==> src/rtl/neuron_config_writer.sv <==
// neuron_config_writer
// Initiator side of the neuron configuration port. Takes a packetised word
// stream (header, N weights, one bias) over valid/ready and turns it into
// registered weight/bias write strobes plus the layer/neuron target numbers
// that every neuron compares against its own identity.
module neuron_config_writer #(
    parameter int numWeights = 256,
    parameter int layerBits  = 8,
    parameter int neuronBits = 8
) (
    input  logic        clk,
    input  logic        reset_n,
    input  logic [31:0] cfg_data,
    input  logic        cfg_valid,
    output logic        cfg_ready,
    input  logic        abort,
    output logic        weightValid,
    output logic        weightWriteEn,
    output logic [31:0] weightData,
    output logic        biasWriteEn,
    output logic [31:0] biasData,
    output logic [31:0] config_layer_number,
    output logic [31:0] config_neuron_number,
    output logic        busy,
    output logic        done,
    output logic        err
);

    localparam int                 CNT_W    = $clog2(numWeights + 1);
    localparam logic [CNT_W-1:0]   CNT_ZERO = {CNT_W{1'b0}};
    localparam logic [CNT_W-1:0]   CNT_ONE  = CNT_W'(1);
    localparam logic [16:0]        MAX_N    = 17'(numWeights);

    typedef enum logic [1:0] {
        S_IDLE   = 2'd0,
        S_WEIGHT = 2'd1,
        S_BIAS   = 2'd2,
        S_DONE   = 2'd3
    } state_t;

    state_t           r_state;
    state_t           w_next_state;
    logic [CNT_W-1:0] r_count;

    logic             r_cfg_ready;
    logic             r_weight_we;
    logic [31:0]      r_weight_data;
    logic             r_bias_we;
    logic [31:0]      r_bias_data;
    logic [31:0]      r_layer;
    logic [31:0]      r_neuron;
    logic             r_busy;
    logic             r_done;
    logic             r_err;

    // Header decode: the count field is widened by one bit so the
    // oversize compare cannot wrap.
    logic             w_xfer;
    logic [16:0]      w_hdr_n;
    logic             w_oversize;
    logic             w_hdr_zero;

    logic             w_hdr_ok;
    logic             w_hdr_bad;
    logic             w_weight_we;
    logic             w_bias_we;
    logic             w_ready_nxt;
    logic             w_busy_nxt;
    logic             w_done_nxt;

    // cfg_ready is registered, so a transfer never depends combinationally
    // on cfg_valid and reads low while reset is asserted.
    assign w_xfer     = cfg_valid & r_cfg_ready;
    assign w_hdr_n    = {1'b0, cfg_data[15:0]};
    assign w_oversize = (w_hdr_n > MAX_N);
    assign w_hdr_zero = (cfg_data[15:0] == 16'd0);

    // State register.
    always_ff @(posedge clk or negedge reset_n) begin
        if (!reset_n) begin
            r_state <= S_IDLE;
        end else begin
            r_state <= w_next_state;
        end
    end

    // Next-state logic; abort only matters while inside a packet body.
    always_comb begin
        w_next_state = r_state;
        case (r_state)
            S_IDLE: begin
                if (w_xfer && !w_oversize) begin
                    if (w_hdr_zero) begin
                        w_next_state = S_BIAS;
                    end else begin
                        w_next_state = S_WEIGHT;
                    end
                end else begin
                    w_next_state = S_IDLE;
                end
            end
            S_WEIGHT: begin
                if (abort) begin
                    w_next_state = S_IDLE;
                end else if (w_xfer && (r_count == CNT_ONE)) begin
                    w_next_state = S_BIAS;
                end else begin
                    w_next_state = S_WEIGHT;
                end
            end
            S_BIAS: begin
                if (abort) begin
                    w_next_state = S_IDLE;
                end else if (w_xfer) begin
                    w_next_state = S_DONE;
                end else begin
                    w_next_state = S_BIAS;
                end
            end
            S_DONE: begin
                w_next_state = S_IDLE;
            end
            default: begin
                w_next_state = S_IDLE;
            end
        endcase
    end

    // Output decode: next-cycle values of every registered output.
    always_comb begin
        w_hdr_ok    = 1'b0;
        w_hdr_bad   = 1'b0;
        w_weight_we = 1'b0;
        w_bias_we   = 1'b0;
        case (r_state)
            S_IDLE: begin
                w_hdr_ok  = w_xfer & ~w_oversize;
                w_hdr_bad = w_xfer &  w_oversize;
            end
            S_WEIGHT: begin
                w_weight_we = w_xfer & ~abort;
            end
            S_BIAS: begin
                w_bias_we = w_xfer & ~abort;
            end
            S_DONE: begin
                w_weight_we = 1'b0;
            end
            default: begin
                w_weight_we = 1'b0;
            end
        endcase
        w_ready_nxt = (w_next_state != S_DONE);
        w_busy_nxt  = (w_next_state != S_IDLE);
        w_done_nxt  = (w_next_state == S_DONE);
    end

    // Output and datapath registers: one register stage from transfer to strobe.
    always_ff @(posedge clk or negedge reset_n) begin
        if (!reset_n) begin
            r_cfg_ready   <= 1'b0;
            r_weight_we   <= 1'b0;
            r_weight_data <= 32'd0;
            r_bias_we     <= 1'b0;
            r_bias_data   <= 32'd0;
            r_layer       <= 32'd0;
            r_neuron      <= 32'd0;
            r_busy        <= 1'b0;
            r_done        <= 1'b0;
            r_err         <= 1'b0;
        end else begin
            r_cfg_ready <= w_ready_nxt;
            r_busy      <= w_busy_nxt;
            r_done      <= w_done_nxt;
            r_weight_we <= w_weight_we;
            r_bias_we   <= w_bias_we;
            if (w_weight_we) begin
                r_weight_data <= cfg_data;
            end
            if (w_bias_we) begin
                r_bias_data <= cfg_data;
            end
            if (w_hdr_ok) begin
                r_layer  <= 32'(cfg_data[31 -: layerBits]);
                r_neuron <= 32'(cfg_data[23 -: neuronBits]);
                r_err    <= 1'b0;
            end else if (w_hdr_bad) begin
                r_err    <= 1'b1;
            end
        end
    end

    // Weight counter: loaded by an accepted header, decremented per weight transfer.
    always_ff @(posedge clk or negedge reset_n) begin
        if (!reset_n) begin
            r_count <= CNT_ZERO;
        end else if (w_hdr_ok) begin
            r_count <= CNT_W'(cfg_data[15:0]);
        end else if (w_weight_we) begin
            r_count <= r_count - CNT_ONE;
        end
    end

    assign cfg_ready            = r_cfg_ready;
    assign weightValid          = r_weight_we;
    assign weightWriteEn        = r_weight_we;
    assign weightData           = r_weight_data;
    assign biasWriteEn          = r_bias_we;
    assign biasData             = r_bias_data;
    assign config_layer_number  = r_layer;
    assign config_neuron_number = r_neuron;
    assign busy                 = r_busy;
    assign done                 = r_done;
    assign err                  = r_err;

endmodule

==> config.mk <==
export PLATFORM = sky130hd
export DESIGN_NAME = neuron_config_writer
export DESIGN_NICKNAME = d
export VERILOG_FILES = /design/src/rtl/neuron_config_writer.sv
export SDC_FILE = /design/constraint.sdc
export NUM_CORES = 1
export LEC_CHECK = 0
export ABC_AREA = 0
export ABC_CLOCK_PERIOD_IN_PS = 2700
export BUFFER_PORTS_ARGS = -buffer_cell sky130_fd_sc_hd__buf_4
export CAP_MARGIN = 20
export CORE_ASPECT_RATIO = 0.5
export CORE_MARGIN = 3
export CORE_UTILIZATION = 53
export DETAILED_ROUTE_END_ITERATION = 10
export PLACE_DENSITY = 0.95
export SETUP_SLACK_MARGIN = 0.02
export SYNTH_ARGS = -nofsm -noshare
export SYNTH_HDL_FRONTEND = slang
export SYNTH_SLANG_ARGS = --single-unit
export TNS_END_PERCENT = 5
==> constraint.sdc <==
create_clock -name clk -period 2.7 [get_ports clk]
set_clock_uncertainty 0.2 [all_clocks]
set_input_delay 0.135 -clock clk [delete_from_list [all_inputs] [get_ports clk]]
set_output_delay 0.135 -clock clk [all_outputs]
set_load 0.03 [all_outputs]
==> results_dict.tcl, run 1 <==
set metrics [dict create \
    status "complete, no violations" \
    worstPathMaxFanout 15 \
    regToRegSetupSlack_ps 540 \
    synthXorXnorAreaFrac 0.00200 \
    clock_sinks 97 \
    grt_pass1_vias 3516 \
    htreeDepth 3 \
    antenna_found_initial 0 \
    drt_iter0_markers 301 \
    synth.area.mux_share 0.129 \
    area_growth_pct 33.3 \
    syn_area_per_cell_sq_um 11.4 \
    crit_type "in2reg" \
    rows 22 \
    clkTransAtPathRegs_ps 70 \
    cts_root_buf "clkbuf_16" \
    crit_buf_inv 2 \
    yosys.area_share.adder 0.00572 \
    drc 0 \
    cp-startpoint "cfg_data[7]" \
    setup_viol 0 \
    hold_ws_ps 159 \
    endpoint "config_layer_number[1]$_DFFE_PN0P_" \
    grt-ovfl-total 0 \
    nets 575 \
    finalCritPeriodShare 0.828 \
    initial_core_util 0.571 \
    yosysSeqAreaShare 0.555 \
    p_leak_nw 3.19 \
    grt_setup_unrepaired "false" \
    post-route-worst-setup-slack_ps 464 \
    ir_drop_mv 0.428 \
    layout_commonest_cell "buf_4" \
    grt_pass1_wl_um 18400 \
    critPathArrivalTime_ps 2260 \
    rr_endpoint "r_count[2]$_DFFE_PN0P_" \
    end_kind "flip-flop" \
    grt_max_degree 56 \
    yosys.cell_types.count 49 \
    r2r-start "r_state[1]$_DFF_PN0_" \
    syn_inst 382 \
    hold_violations 0 \
    slew_violations 0 \
    n_antenna_cell 0 \
    reg2reg_depth 5 \
    max_stage_delay_ps 540 \
    period_needed_ps 2240 \
    crit_slowest_cell "dlygate4sd3_1" \
    synth-simple-area-share 0.143 \
    final_cell_mix "buf_4, dfrtp_1, nand2_1, conb_1, mux2_2" \
    cts_tree "built" \
    clkLatencyLatePin_ps 330 \
    crit_required_ps 2720 \
    dieWidth_um 134 \
    fin_tns_setup_ps 0 \
    synth_top_family_by_area "simple AND/OR/NAND/NOR gates" \
    ys.warnings.count 0 \
    slew_headroom 0.387 \
    drtAntennaViolNets 0 \
    yosys_register_bits 97 \
    cap_violations 0 \
    port_buffers 122 \
    place_congestion 0.849 \
    drive_gt1_frac 0.364 \
    syn_area_sq_mm 0.00437 \
    fp.dieH_um 70.2 \
    core_sq_mm 0.00765 \
    io_pins 171 \
    hp-class "in2async" \
    cp_top_family "simple AND/OR/NAND/NOR gates" \
    track_usage 0.249 \
    routed_wl_um 11700 \
    dp_hpwl_um 7390 \
    post-cts-setup-buffer-count 0 \
    cts_buffers 9 \
    dr.pass1.iters 7 \
    path_cells "dlygate4sd3_1, buf_4, nor4_2, a21o_4, and4_4, mux2_2" \
    dp_slack_ps 704 \
    vias 3424 \
    fmax_mhz 447 \
    dieArea_sq_mm 0.00944 \
    via_per_inst 5.28 \
    synth_compound_area_frac 0.0486 \
    drt-wirelength-per-cell_um 18.1 \
    cp-start-kind "input pin" \
    clock_path_buffers 2 \
    powerDensity_mw_per_mm2 607 \
    cp_num_cells 6 \
    tightest_slew_ps 911 \
]
[cells in the mapped netlist, drive strengths merged]
library cell / count / share of area
nand3: 3 / 0.0034
a32oi: 3 / 0.0060
or3: 1 / 0.0014
and4: 1 / 0.0026
xnor2: 1 / 0.0020
a21oi: 3 / 0.0034
a221oi: 3 / 0.0060
a21o: 2 / 0.0054
a2bb2oi: 1 / 0.0020
and2b: 1 / 0.0017
nand2b: 1 / 0.0014
buf: 58 / 0.10
nor2: 8 / 0.0069
o31ai: 1 / 0.0017
clkbuf: 5 / 0.0046
and2: 2 / 0.0029
nor4: 4 / 0.012
ha: 2 / 0.0057
nand2: 95 / 0.082
a21bo: 1 / 0.0023
nor3: 5 / 0.0069
or3b: 1 / 0.0020
inv: 9 / 0.0077
mux2: 49 / 0.13
nor3b: 1 / 0.0017
conb: 1 / 0.00086
dfrtp: 97 / 0.56
o221ai: 2 / 0.0040
o21ai: 7 / 0.0080
and3: 3 / 0.0046
or4: 1 / 0.0017
or2: 1 / 0.0014
a221o: 4 / 0.0097
nand4: 3 / 0.0057
and4b: 1 / 0.0023
and4bb: 1 / 0.0029
[repair_timing]
| item | in CTS | in global routing |
|---|---|---|
| resized for setup | 0 | 0 |
| hold endpoints to repair | 134 | 0 |
| hold buffers | 34 | 0 |
[sequential cells by signal (all words and copies together) (netlist names), 2 cells and up]
signal	count
biasData	32
config_layer_number	8
config_neuron_number	8
r_count	9
r_state	2
weightData	32
[per-layer routing]
| layer | vias to the layer above | track usage | part of all wire |
|---|---|---|---|
| met4 | 0 | 0.143 | 0.048 |
| met3 | 53 | 0.0583 | 0.079 |
| li1 | 1490 | - | - |
| met2 | 211 | 0.444 | 0.52 |
| met5 | - | 0 | 0 |
| met1 | 1670 | 0.274 | 0.36 |
[area by class of cell]
| type | instances | area (sq um) |
|---|---|---|
| flip-flops and latches | 97 | 2430 |
| fillers | 481 | 1820 |
| multi-input cells | 260 | 1620 |
| repair buffers | 160 | 1300 |
| clock buffers | 11 | 243 |
| well taps | 108 | 135 |
| clock inverters | 4 | 76.3 |
| inverters | 9 | 33.8 |
[cell families (layout without fill, tap and decap cells)]
group / count (synthesis) / count (layout)
xor+xnor: 1 / 1
fa+ha+maj: 2 / 2
simple gates: 133 / 133
flops: 97 / 97
buf+inv: 72 / 184
other cells: 1 / 48
mux: 49 / 49
compound gates: 27 / 27
[where the power goes]
| group | switching, mW | leakage, nW | internal, mW |
|---|---|---|---|
| Combinational | 0.385 | 1.73 | 0.212 |
| Clock | 0.529 | 0.158 | 0.837 |
| Sequential | 0.0487 | 1.30 | 1.53 |
[stage by stage]
stage	power [mW]	instances	utilization	instance area, sq um
after floorplan	1.96	429	-	4550
after global placement	2.13	600	0.676	5170
after detailed placement	2.15	600	0.676	5170
after CTS	3.56	649	0.762	5830
after global routing	3.65	649	0.762	5830
final	3.54	649	0.762	5830
[worst min-delay path by stage]
stage / from / slack, ps / to
2_1_floorplan: reset_n / -360 / biasData[0]$_DFFE_PN0P_
3_3_place_gp: reset_n / -40 / biasData[18]$_DFFE_PN0P_
3_5_place_dp: reset_n / -40 / config_neuron_number[3]$_DFFE_PN0P_
4_1_cts: reset_n / 150 / biasData[21]$_DFFE_PN0P_
5_1_grt: reset_n / 190 / biasData[21]$_DFFE_PN0P_
6_report: reset_n / 160 / biasData[21]$_DFFE_PN0P_
No activity file was read; power rests on OpenSTA's default activity.
==> inputs of run 2 (changes only) <==
Settings changed: ABC_CLOCK_PERIOD_IN_PS 2700 to 1830, CORE_UTILIZATION 53 to 44, PLACE_DENSITY 0.95 to 0.85.
Clock period 2.7 ns to 1.83 ns, I/O delays scaled along.
==> results_dict.tcl, run 2 (synthesis gave the netlist of run 1 again) <==
set metrics [dict create \
    track_usage 0.221 \
    via_per_inst 5.00 \
    rr_endpoint "r_count[1]$_DFFE_PN0P_" \
    hold_ws_ps 59.6 \
    antenna_found_initial 0 \
    regToRegSetupSlack_ps 40 \
    internal_power_mw 3.66 \
    dp_hpwl_um 7820 \
    fp.dieH_um 76.5 \
    dieWidth_um 147 \
    n_fill_cell 658 \
    status "complete, no violations" \
    setup_viol 0 \
    cts_buffers 9 \
    worstPathMaxFanout 6 \
    swShare 0.287 \
    critPathArrivalTime_ps 1820 \
    drt_iter0_markers 302 \
    routed_wl_um 12200 \
    clkLatencyLatePin_ps 350 \
    clock_path_buffers 2 \
    crit_type "reg2reg" \
    htreeDepth 3 \
    path_cells "and4bb_4, and3_4, a21oi_4, a221o_2" \
    p_switching_mw 1.47 \
    crit_required_ps 1860 \
    port_buffers 122 \
    dr.pass1.iters 5 \
    drc 0 \
    drive_gt1_frac 0.415 \
    slew_violations 0 \
    final_cell_mix "buf_4, dfrtp_1, nand2_1, conb_1, mux2_2" \
    nets 600 \
    dieArea_sq_mm 0.0112 \
    cts_root_buf "clkbuf_16" \
    max_stage_delay_ps 420 \
    powerDensity_mw_per_mm2 836 \
    utilization 0.641 \
    core_sq_mm 0.00957 \
    finalCritPeriodShare 0.976 \
    hp-class "in2reg" \
    cap_violations 0 \
    cp-start-kind "flip-flop" \
    io_pins 171 \
    initial_core_util 0.457 \
    grt_pass1_wl_um 19400 \
    r2r-start "r_state[0]$_DFF_PN0_" \
    comb_power_share 0.183 \
    layout_commonest_cell "buf_4" \
    rows 25 \
    vias 3506 \
    grt_max_degree 40 \
    tightest_slew_ps 559 \
    place_congestion 0.902 \
    p_leak_nw 3.33 \
    cp_top_family "simple AND/OR/NAND/NOR gates" \
    grt_setup_unrepaired "true" \
    crit_buf_inv 0 \
    endpoint "r_count[1]$_DFFE_PN0P_" \
    power_frac_seq 0.453 \
    n_antenna_cell 0 \
    place_area_sq_mm 0.00543 \
    drt-wirelength-per-cell_um 17.5 \
    grt_pass1_vias 3652 \
    final_design_area_no_fill_sq_mm 0.00613 \
    cp_num_cells 4 \
    slew_headroom 0.624 \
    cp-startpoint "r_state[0]$_DFF_PN0_" \
    cts_tree "built" \
    reg2reg_depth 4 \
    pwr-share-clk 0.364 \
    end_kind "flip-flop" \
    ir_drop_mv 0.581 \
    hold_violations 0 \
    crit_slowest_cell "dfrtp_1" \
    area_growth_pct 40.3 \
    period_needed_ps 1790 \
    drtAntennaViolNets 0 \
    fmax_mhz 560 \
    clock_sinks 97 \
    clkTransAtPathRegs_ps 70 \
    grt-ovfl-total 0 \
]
==> run 2: cell count changes in the layout (fill, tap and decap cells not counted), moves of 2 or more <==
cell / before / now
dfrtp_2: 0 / 2
inv_1: 9 / 7
buf_4: 125 / 146
buf_12: 1 / 4
inv_2: 0 / 2
and3_4: 0 / 2
mux2_2: 40 / 38
dfrtp_1: 97 / 95
a21oi_1: 3 / 1
mux2_4: 3 / 5
==> run 2: worst min-delay path, cell delays in order <==
cell and delay (ps):
buf_4 100, nor4_4 60, nand3_1 150, nand3_1 100
o221ai_1 70
==> run 2: timing repair <==
| item | CTS | global route |
|---|---|---|
| pin swaps | 1 | 5 |
| cloned | 0 | 1 |
| gates resized for setup | 3 | 16 |
| endpoints found under the setup margin | 14 | 78 |
| hold endpoints to repair | 169 | 0 |
| hold buffers | 34 | 0 |
| buffers inserted | 0 | 0 |
==> run 2: how the worst min path moves through the flow <==
stage / end / slack, ps / startpoint / cells after the start
6_report: r_count[8]$_DFFE_PN0P_ / 60 / cfg_data[15] / 5
5_1_grt: biasData[30]$_DFFE_PN0P_ / 90 / reset_n / 2
4_1_cts: r_count[8]$_DFFE_PN0P_ / 7 / cfg_data[14] / 5
3_5_place_dp: busy$_DFF_PN0_ / -100 / reset_n / 1
3_3_place_gp: busy$_DFF_PN0_ / -100 / reset_n / 1
2_1_floorplan: biasData[0]$_DFFE_PN0P_ / -400 / reset_n / 0
==> run 2: area by class of cell <==
| cell class | count | area, sq um | share of cell area |
|---|---|---|---|
| Sequential cell | 97 | 2430 | 0.396 |
| Multi-Input combinational cell | 261 | 1700 | 0.277 |
| Timing Repair Buffer | 184 | 1520 | 0.247 |
| Clock buffer | 10 | 229 | 0.0373 |
| Tap cell | 135 | 169 | 0.0275 |
| Clock inverter | 5 | 56.3 | 0.00918 |
| Inverter | 9 | 33.8 | 0.00551 |
==> run 2: through the flow <==
stage	worst slack, ps	instances	total power, mW	setup TNS (ps)
floorplan	3.46	429	2.90	0
global placement	-47.6	651	3.18	-267
detailed placement	-60.9	651	3.20	-380
CTS	0.863	700	5.11	0
global route	-2.31	701	5.30	-4.30
finish	44.6	701	5.13	0
==> run 2: metal layers <==
metal  global-route usage  vias up  wire, um  part of all wire
li1                     -     1548         -                 -
met1                0.246     1724      4660              0.38
met2                0.393      181      6320              0.52
met4                0.114        0       537             0.044
met3               0.0564       53       732             0.060
met5                    0        -         0                 0
==> run 2: power groups by stage <==
stage	sequential (mW)	combinational, mW	clock, mW
floorplan	2.55	0.346	0
global placement	2.35	0.832	0
detailed placement	2.36	0.846	0
CTS	2.32	0.908	1.88
global route	2.33	0.990	1.98
finish	2.32	0.936	1.87
==> inputs of run 3 (changes only) <==
Settings changed: ABC_CLOCK_PERIOD_IN_PS 1830 to 1700, CORE_UTILIZATION 44 to 49, PLACE_DENSITY 0.85 to 0.89.
Clock period 1.83 ns to 1.7 ns, I/O delays scaled along.
==> results_dict.tcl, run 3 (synthesis gave the netlist of run 1 again) <==
set metrics [dict create \
    regArea_sq_mm 0.00243 \
    crit_required_ps 1710 \
    place_congestion 0.906 \
    path_cells "buf_6, nor3b_4, buf_4, buf_4, nand4_1, nand3_1, o221ai_2" \
    rows 23 \
    fmax_mhz 520 \
    grt_pass1_wl_um 22900 \
    hp-class "in2reg" \
    dieArea_sq_mm 0.0102 \
    powerDensity_mw_per_mm2 858 \
    multiInputGateArea_sq_mm 0.00186 \
    end_kind "flip-flop" \
    via_per_inst 5.69 \
    dp_hpwl_um 8010 \
    crit_type "reg2reg" \
    layout_commonest_cell "buf_4" \
    fp.dieH_um 72.8 \
    drive_gt1_frac 0.510 \
    status "finished with violations" \
    hold_ws_ps 84.4 \
    ir_drop_mv 0.739 \
    dieWidth_um 140 \
    p_switching_mw 1.72 \
    grt-ovfl-total 0 \
    port_buffers 122 \
    p_leak_nw 3.55 \
    cts_buffers 9 \
    crit_path_frequent_cell "buf_4" \
    max_stage_delay_ps 430 \
    finalCritPeriodShare 1.13 \
    n_antenna_cell 0 \
    core_sq_mm 0.00832 \
    clock_path_buffers 2 \
    area_growth_pct 52.1 \
    clkTransAtPathRegs_ps 70 \
    antenna_found_initial 0 \
    worstPathMaxFanout 3 \
    setup_viol 91 \
    total_power_mw 5.71 \
    critPathArrivalTime_ps 1930 \
    post-route-worst-setup-slack_ps -223 \
    grt_pass1_vias 4050 \
    swShare 0.301 \
    slew_violations 0 \
    drt_iter0_markers 425 \
    cap_violations 0 \
    power_frac_seq 0.441 \
    drt-wirelength-per-cell_um 22.9 \
    clock_sinks 97 \
    initial_core_util 0.526 \
    grt_max_degree 40 \
    drtAntennaViolNets 0 \
    cp-start-kind "flip-flop" \
    routed_wl_um 16300 \
    track_usage 0.293 \
    cp_top_family "simple AND/OR/NAND/NOR gates" \
    final_cell_mix "buf_4, dfrtp_1, nand2_1, conb_1, dlygate4sd3_1" \
    vias 4051 \
    crit_buf_inv 3 \
    crit_slowest_cell "dfrtp_2" \
    comb_power_share 0.196 \
    io_pins 171 \
    period_needed_ps 1920 \
    cts_tree "built" \
    dr.pass1.iters 7 \
    failed_checks "setup timing" \
    hold_violations 0 \
    nets 634 \
    pwr-share-clk 0.363 \
    grt_setup_unrepaired "true" \
    clkLatencyLatePin_ps 350 \
    cts_root_buf "clkbuf_16" \
    n_fill_cell 436 \
    drc 0 \
    htreeDepth 3 \
    internal_power_mw 3.99 \
]
-- run 3: cell count changes in the layout (fill, tap and decap cells not counted), sizes merged --
cell and delta:
buf +29, clkbuf +3, dlygate4sd3 +3, clkinv -2
clkinvlp +1
-- run 3: worst reg2reg max path: stages (launching register included) --
cell and delay, ps:
dfrtp_2 430, buf_6 140, nor3b_4 280, buf_4 170, buf_4 100, nand4_1 160
nand3_1 170, o221ai_2 140
-- run 3: area by class of cell --
class / count / share of cell area
flip-flops and latches: 97 / 0.365
well taps: 112 / 0.0211
clock buffers: 11 / 0.0350
inverters: 9 / 0.00546
clock inverters: 4 / 0.00809
multi-input cells: 261 / 0.280
repair buffers: 218 / 0.285
-- run 3: power groups by stage --
stage	clock (mW)	combinational [mW]	sequential (mW)
floorplan	0	0.373	2.75
global placement	0	0.919	2.53
detailed placement	0	0.939	2.54
CTS	2.03	1.04	2.50
global route	2.17	1.16	2.53
finish	2.07	1.12	2.52
-- run 3: timing repair --
action,in CTS,in global routing
cloned,3,1
buffers inserted,12,1
endpoints found under the setup margin,89,92
endpoints found under the hold margin,189,0
hold buffers,37,0
pin swaps,12,18
gates resized for setup,39,53
-- run 3: through the flow --
stage	setup TNS [ps]	utilization	instances	setup WS, ps	cell area (sq um)
6_report	-8570	0.800	712	-223	6650
5_1_grt	-10940	0.800	712	-257	6650
4_1_cts	-2410	0.777	710	-97.6	6460
3_5_place_dp	-3470	0.661	643	-164	5500
3_3_place_gp	-1430	0.661	643	-103	5500
2_1_floorplan	-3130	-	429	-126	4570
-- run 3: path summary, 6_finish.rpt --
| kind | start | to | slack, ps | cells after the start |
|---|---|---|---|---|
| worst max register to register | r_state[1]$_DFF_PN0_ | r_count[8]$_DFFE_PN0P_ | -220 | 7 |
| worst max-delay path | r_state[1]$_DFF_PN0_ | r_count[8]$_DFFE_PN0P_ | -220 | 7 |
| worst min register to register | weightData[26]$_DFFE_PN0P_ | weightData[26]$_DFFE_PN0P_ | 280 | 2 |
| worst min-delay path | cfg_data[3] | r_count[6]$_DFFE_PN0P_ | 80 | 5 |
| max in group asynchronous | reset_n | biasData[27]$_DFFE_PN0P_ | 170 | 4 |
| min in group asynchronous | reset_n | weightData[19]$_DFFE_PN0P_ | 520 | 3 |
-- run 3: routing by layer --
| metal | vias up | GRT usage | wire, um |
|---|---|---|---|
| met4 | 0 | 0.154 | 928 |
| met2 | 338 | 0.512 | 7670 |
| li1 | 1610 | - | - |
| met3 | 95 | 0.0707 | 1550 |
| met5 | - | 0 | 0 |
| met1 | 2008 | 0.347 | 6190 |
